===== src/rtl/butterfly_seq_ctrl.sv =====
// Load/compute sequencer for the two-operand datapath: pulls operand pairs, strobes the
// datapath once per pair and offers each captured result downstream.
module butterfly_seq_ctrl #(
   parameter int unsigned DATA_W = 8,
   parameter int unsigned CNT_W  = 8
) (
   input  logic              clk,
   input  logic              rst,
   input  logic              start_i,
   input  logic [CNT_W-1:0]  num_ops_i,
   input  logic              abort_i,
   output logic              busy_o,
   output logic              done_o,
   input  logic              op_valid_i,
   output logic              op_ready_o,
   input  logic [DATA_W-1:0] op_a_i,
   input  logic [DATA_W-1:0] op_b_i,
   output logic              dp_load_o,
   output logic              dp_compute_o,
   output logic [DATA_W-1:0] dp_a_o,
   output logic [DATA_W-1:0] dp_b_o,
   input  logic [DATA_W-1:0] dp_result_i,
   output logic              res_valid_o,
   input  logic              res_ready_i,
   output logic [DATA_W-1:0] res_data_o,
   output logic              res_last_o
);

   typedef enum logic [2:0] {
      StIdle,
      StAccept,
      StLoad,
      StCompute,
      StCapture,
      StOutput
   } state_e;

   state_e            state_q, state_d;
   logic [CNT_W-1:0]  remaining_q, remaining_d;
   logic [DATA_W-1:0] dp_a_q, dp_a_d;
   logic [DATA_W-1:0] dp_b_q, dp_b_d;
   logic [DATA_W-1:0] res_data_q, res_data_d;
   logic              done_q, done_d;

   always_ff @(posedge clk or posedge rst) begin
      if (rst) begin
         state_q     <= StIdle;
         remaining_q <= '0;
         dp_a_q      <= '0;
         dp_b_q      <= '0;
         res_data_q  <= '0;
         done_q      <= 1'b0;
      end else begin
         state_q     <= state_d;
         remaining_q <= remaining_d;
         dp_a_q      <= dp_a_d;
         dp_b_q      <= dp_b_d;
         res_data_q  <= res_data_d;
         done_q      <= done_d;
      end
   end

   always_comb begin
      state_d     = state_q;
      remaining_d = remaining_q;
      dp_a_d      = dp_a_q;
      dp_b_d      = dp_b_q;
      res_data_d  = res_data_q;
      done_d      = 1'b0;
      // Abort outranks every handshake; the in-flight op is dropped without a done pulse.
      if (abort_i && (state_q != StIdle)) begin
         state_d     = StIdle;
         remaining_d = '0;
      end else begin
         unique case (state_q)
            StIdle: begin
               if (start_i) begin
                  if (num_ops_i != '0) begin
                     remaining_d = num_ops_i;
                     state_d     = StAccept;
                  end else begin
                     done_d = 1'b1;
                  end
               end
            end
            StAccept: begin
               if (op_valid_i) begin
                  dp_a_d  = op_a_i;
                  dp_b_d  = op_b_i;
                  state_d = StLoad;
               end
            end
            StLoad:    state_d = StCompute;
            StCompute: state_d = StCapture;
            StCapture: begin
               res_data_d = dp_result_i;
               state_d    = StOutput;
            end
            StOutput: begin
               if (res_ready_i) begin
                  remaining_d = remaining_q - CNT_W'(1);
                  if (remaining_q == CNT_W'(1)) begin
                     done_d  = 1'b1;
                     state_d = StIdle;
                  end else begin
                     state_d = StAccept;
                  end
               end
            end
            default: state_d = StIdle;
         endcase
      end
   end

   always_comb begin
      busy_o       = (state_q != StIdle);
      op_ready_o   = (state_q == StAccept);
      dp_load_o    = (state_q == StLoad);
      dp_compute_o = (state_q == StCompute);
      res_valid_o  = (state_q == StOutput);
      res_last_o   = (state_q == StOutput) && (remaining_q == CNT_W'(1));
      done_o       = done_q;
      dp_a_o       = dp_a_q;
      dp_b_o       = dp_b_q;
      res_data_o   = res_data_q;
   end

endmodule


===== config.mk =====
export PLATFORM = sky130hd
export DESIGN_NAME = butterfly_seq_ctrl
export DESIGN_NICKNAME = d
export VERILOG_FILES = /design/src/rtl/butterfly_seq_ctrl.sv
export SDC_FILE = /design/constraint.sdc
export NUM_CORES = 1
export LEC_CHECK = 0
export BUFFER_PORTS_ARGS = -buffer_cell sky130_fd_sc_hd__buf_4
export CAP_MARGIN = 15
export CORE_MARGIN = 4
export CORE_UTILIZATION = 32
export CTS_CLUSTER_DIAMETER = 80
export DETAILED_ROUTE_END_ITERATION = 10
export GPL_TIMING_DRIVEN = 0
export SLEW_MARGIN = 20
export SYNTH_ARGS = -nofsm -noshare
export SYNTH_HDL_FRONTEND = slang
export SYNTH_SLANG_ARGS = --single-unit

===== constraint.sdc =====
create_clock -name clk -period 3.9 [get_ports clk]
set_input_delay 0.39 -clock clk [delete_from_list [all_inputs] [get_ports clk]]
set_output_delay 0.39 -clock clk [all_outputs]
set_load 0.05 [all_outputs]

# Word-level counts from Yosys, hierarchy flattened
# Index checks and enable logic that the tools add are counted.
# word_totals
regBits	36
out_inout_bits	31
elab_cells	46
# classes
addsub	1
eq_ne	10
n_mux	18
bitwise_logic	1
n_reduce_logical	10
# op_table
operator	count
$mux W8	4
$pmux W3 S6	1
$pmux W8 S2	1
$mux W3	5
$eq A8 B1 Y1 const B	1
$reduce_and A4 Y1	2
$reduce_bool A8 Y1	1
$sub A8 B1 Y8 const B	1
$eq A3 B2 Y1 const B	2
$eq A3 B3 Y1 const B	2
$mux W1	6
$ne A3 B3 Y1 const B	2
$reduce_bool A3 Y1	2
$eq A3 B1 Y1 const B	1
$logic_not A3 Y1	1
$ne A3 B1 Y1 const B	1
$ne A3 B2 Y1 const B	1
$reduce_and A3 Y1	1
$logic_and A1 B1 Y1	2
$pmux W1 S2	1
$reduce_and A2 Y1	1
$not A1 Y1	1

# Longest topological paths before layout
# logic_depth
depth_word	5
ltp_mapped	6
ltp_nobuf	5

# Worst setup path before layout
# OpenSTA, ideal clock, no wires.
# synth_path
kind	register to register
from	reg state_q[1]
to	reg dp_a_q[1], in the netlist dp_a_o[1]
setup_ns	0.128
arrival_time_ns	2.064
required_ns	3.772
path_slack_ns	1.708
path_stages_with_launch	6
period_less_slack_ns	2.192
cell_sequence	dfrtp_1 -> buf_6 -> nor3b_2 -> nand3_2 -> buf_6 -> mux2_1
# synth_via
word_cells_on_any_way	5
cone_classes	eq/ne (1); bitwise (1); reduce/logical (3)
# synth_lines
element	line_no	rtl
start, declared	38	state_e state_q, state_d;
start signal, assigned	47	state_q <= StIdle;
start signal, assigned	54	state_q <= state_d;
$eq A3 B1 Y1	n/a	
via op_ready_o	15	output logic op_ready_o,
$reduce_and A3 Y1 (no line)	n/a	
end signal, assigned	56	dp_a_q <= dp_a_d;
end, declared	40	logic [DATA_W-1:0] dp_a_q, dp_a_d;
# The timed path passes the listed nets, and every way through them passes these cells.
# A chain may end at the register's enable or synchronous reset.

# Worst setup path in the final report
# layout_path
from	reg remaining_q[3]
to	out res_last_o
# layout_via
elab_chain_len	2
# layout_rtl
element	line_no	rtl
start, declared	39	logic [CNT_W-1:0] remaining_q, remaining_d;
start signal, assigned	55	remaining_q <= remaining_d;
$eq A8 B1 Y1	121	res_last_o = (state_q == StOutput) && (remaining_q == CNT_W'(1));
$logic_and A1 B1 Y1	121	
end, declared	26	output logic res_last_o
# Every way passes these cells.

==> impl_metrics.csv <==
group,metric,value,unit
outcome,status,"finished clean",
yosys,syn-cell-area,1850,µm²
flow_run,max-cap-violations,0,
sta,maxClockFrequency,410,MHz
yosys,synth_edf_count,0,
yosys,post_synthesis_sequential_area_ratio,0.486,
global_routing,gr-usage-met2,0.203,
layout,layout.cells.non_filler,307,
routing,dr.first_iter.drc_count,78,
die,die_x,84.1,µm
layout,finalNetCount,274,
global_routing,grt_start_max_net_pins,22,
sta,post-route-period-util,0.625,
routing,route.detailed.wl_per_inst,14.8,µm
routing,detailroute.via_count,1564,
clocking,clock-root-buffer,"sky130_fd_sc_hd__clkbuf_8",
worst_setup_path,setup.worst_path.end_class,"primary output",
yosys,synth_simple_gate_area_frac,0.129,
routing,detail_route.drc_violations,0,
clocking,clockBufferDepth,2,
die,design.core.area,5570,µm²
worst_setup_path,critical_path_peak_fanout,4,
sta,clock_skew,0.00614,ns
sta,period_minus_slack,2.44,ns
yosys,synth_xor_xnor_area_share,0,
hold_path,holdCritPathClass,"input port to async pin",
worst_setup_path,cp.arrival,2.05,ns
die,std_cell_rows,27,
global_routing,number_of_global_route_vias_before_repair,1593,
pwr,irDropWorstVdd,0.461,mV
global_routing,grt_first_pass_wirelength,7490,µm
pwr,power_per_cell_area,864,nW/µm²
routing,antenna_violating_nets_left,0,
clocking,cts_setup_buffers,0,
clocking,tritoncts_num_sinks,36,
sta,timing.final.hold_violations,0,
sta,finalSetupTns,0,ns
layout,post_route_cell_area,2560,µm²
yosys,synth_async_sr_flop_share,1.00,
global_routing,grt_usage,0.130,
worst_setup_path,reg2reg_from,"remaining_q[3]$_DFFE_PP0P_",
placement,postPlaceCellArea,2470,µm²
global_routing,global_route.overflow_total,0,
die,floorplan.initialDensity,0.332,
layout,diode_insertion_count_for_antenna_repair,0,
yosys,synth_compound_gate_area_share,0.160,
yosys,average_cell_area_after_synthesis,11.6,µm²
clocking,clock_tree_from_tritoncts,"done",
worst_setup_path,timing_worst_setup_path_type,"register to primary output",
placement,place_congestion,0.826,
die,io-pin-count,69,
clocking,path_clk_slew,0.07,ns
routing,vias_per_cell,5.09,
yosys,muxShareOfSynthArea,0.151,
clocking,hold_buffer_count_at_cts,0,
sta,final-setup-viol-count,0,
yosys,ys_types,44,
clocking,post_cts.resized_instances,0,
yosys,synth_flop_type,"sky130_fd_sc_hd__dfrtp_1",
sta,number_of_pins_with_negative_max_slew_slack_in_the_final_report,0,
layout,flow.area_growth_from_synthesis,38.2,%
worst_setup_path,cp-startpoint,"remaining_q[3]$_DFFE_PP0P_",
yosys,net_count_after_synthesis,199,
clocking,cts_made_buffers,5,
worst_setup_path,worst_path_required_time,3.51,ns
global_routing,grt_use_met3,0.0553,
global_routing,gr-usage-met1,0.164,
clocking,clk-insertion-delay-late,0.28,ns
yosys,synthesized_area_fraction_occupied_by_adder_cells,0.0135,
die,design.die.area,7070,µm²
global_routing,initial_antenna_violation_count,0,
placement,port_buffers,67,
routing,drtPass1Iterations,4,
global_routing,grt.busiest_layer,"met2",
worst_setup_path,setup.worst_path.start_class,"register",
sta,max-slew-margin-rel,0.509,
routing,routed_wl,4530,µm
clocking,cts_max_level,2,
sta,rsz_0062_raised_after_global_routing,"false",
die,die_height,84.1,µm
sta,transition_at_the_pin_with_the_smallest_max_transition_slack,0.730,ns
placement,detailed_place_hpwl,3480,µm
yosys,synth_cells,159,
pwr,total_leakage_power,1.22,nW
yosys,main_combinational_cell_family_by_area_after_synthesis,"compound AO/OA/AOI/OAI gates",
yosys,yosys_warnings,0,
layout,drive_above_1_share,0.489,
yosys,ys_ff_latch,36,
placement,placedCellCount,299,
## logic make-up (layout without fill, tap and decap cells)
group | after synthesis | count (layout)
buffers and inverters | 20 | 96
AOI/OAI and AO/OA | 41 | 41
muxes | 25 | 25
and+or+nand+nor | 35 | 35
DFF | 36 | 36
adders and majority gates | 2 | 2
## power breakdown
group          switching, W  internal (W)  total [W]
Clock              0.000134      0.000124   0.000259
Combinational      0.000836      0.000468    0.00130
Sequential         0.000101      0.000547   0.000648
Total               0.00107       0.00114    0.00221
## worst max-delay path, cell delays in order, from the launching register on
cell	delay (ns)
sky130_fd_sc_hd__dfrtp_1	0.42
sky130_fd_sc_hd__nor4_1	0.66
sky130_fd_sc_hd__and4_1	0.34
sky130_fd_sc_hd__and2_1	0.15
sky130_fd_sc_hd__buf_4	0.20
## layout make-up
cell class              instances  area (µm²)
flip-flops and latches         36         901
well taps                      72        90.1
clock inverters                 3        18.8
fillers                       539        3010
clock buffers                   5        68.8
plain buffers                   8        65.1
inverters                      12        45.0
repair buffers                 68         531
multi-input cells             103         841
## layout by cell type, fill, tap and decap left out, types with 4 or more instances in the layout
cell	instances
sky130_fd_sc_hd__nor3_1	4
sky130_fd_sc_hd__o22ai_1	7
sky130_fd_sc_hd__nor2_1	7
sky130_fd_sc_hd__a21oi_1	8
sky130_fd_sc_hd__a211oi_1	8
sky130_fd_sc_hd__clkbuf_8	5
sky130_fd_sc_hd__buf_4	68
sky130_fd_sc_hd__buf_6	4
sky130_fd_sc_hd__inv_1	11
sky130_fd_sc_hd__dfrtp_1	36
sky130_fd_sc_hd__mux2_2	22
## sequential cells by signal (all words and copies together) (netlist names)
| name | flops |
|---|---|
| remaining_q | 8 |
| res_data_o | 8 |
| done_o | 1 |
| dp_b_o | 8 |
| dp_a_o | 8 |
| state_q | 3 |
## synthesized netlist by cell type (2+ instances only)
cell / n / area (µm²)
sky130_fd_sc_hd__nor3b_1: 2 / 15.0
sky130_fd_sc_hd__and3_1: 3 / 18.8
sky130_fd_sc_hd__mux2_1: 2 / 22.5
sky130_fd_sc_hd__nor3_1: 4 / 20.0
sky130_fd_sc_hd__nor2_1: 7 / 26.3
sky130_fd_sc_hd__a211oi_1: 8 / 60.1
sky130_fd_sc_hd__a31oi_1: 3 / 18.8
sky130_fd_sc_hd__o21a_1: 2 / 15.0
sky130_fd_sc_hd__o22ai_1: 7 / 43.8
sky130_fd_sc_hd__dfrtp_1: 36 / 901
sky130_fd_sc_hd__clkbuf_1: 2 / 7.51
sky130_fd_sc_hd__inv_1: 12 / 45.0
sky130_fd_sc_hd__a2bb2oi_1: 3 / 26.3
sky130_fd_sc_hd__nand3_1: 2 / 10.0
sky130_fd_sc_hd__a21oi_1: 8 / 40.0
sky130_fd_sc_hd__mux2_2: 22 / 248
sky130_fd_sc_hd__buf_6: 4 / 45.0
sky130_fd_sc_hd__nor4_1: 3 / 18.8
sky130_fd_sc_hd__a22oi_1: 2 / 15.0
sky130_fd_sc_hd__o21ai_0: 2 / 10.0
sky130_fd_sc_hd__ha_1: 2 / 25.0
## worst paths after layout
path	slack (ns)	end	depth (start not counted)
worst max-delay path	1.46	res_last_o	4
worst min-delay path	0.1	state_q[1]$_DFFE_PP0P_	2
worst max register to register	2.00	state_q[0]$_DFFE_PP0P_	4
worst min register to register	0.51	dp_a_o[5]$_DFFE_PP0P_	1
max in group asynchronous	3.37	dp_a_o[5]$_DFFE_PP0P_	3
min in group clk	0.32	dp_a_o[1]$_DFFE_PP0P_	2
## per-stage QoR
stage	setup slack [ns]	total power [W]	hold slack (ns)	utilization
floorplan	1.71	0.00158	0.486	-
global placement	1.80	0.00195	0.477	0.439
detailed placement	1.78	0.00197	0.411	0.444
CTS	1.47	0.00223	0.0977	0.459
global route	1.39	0.00235	0.114	0.459
finish	1.46	0.00221	0.0968	0.459
## layer usage
metal | up-vias | share of wire
met2 | 69 | 0.46
met5 | - | 0
met3 | 2 | 0.11
li1 | 736 | -
met4 | 0 | 0.0038
met1 | 757 | 0.43
Power figures use the tool's default switching activity.
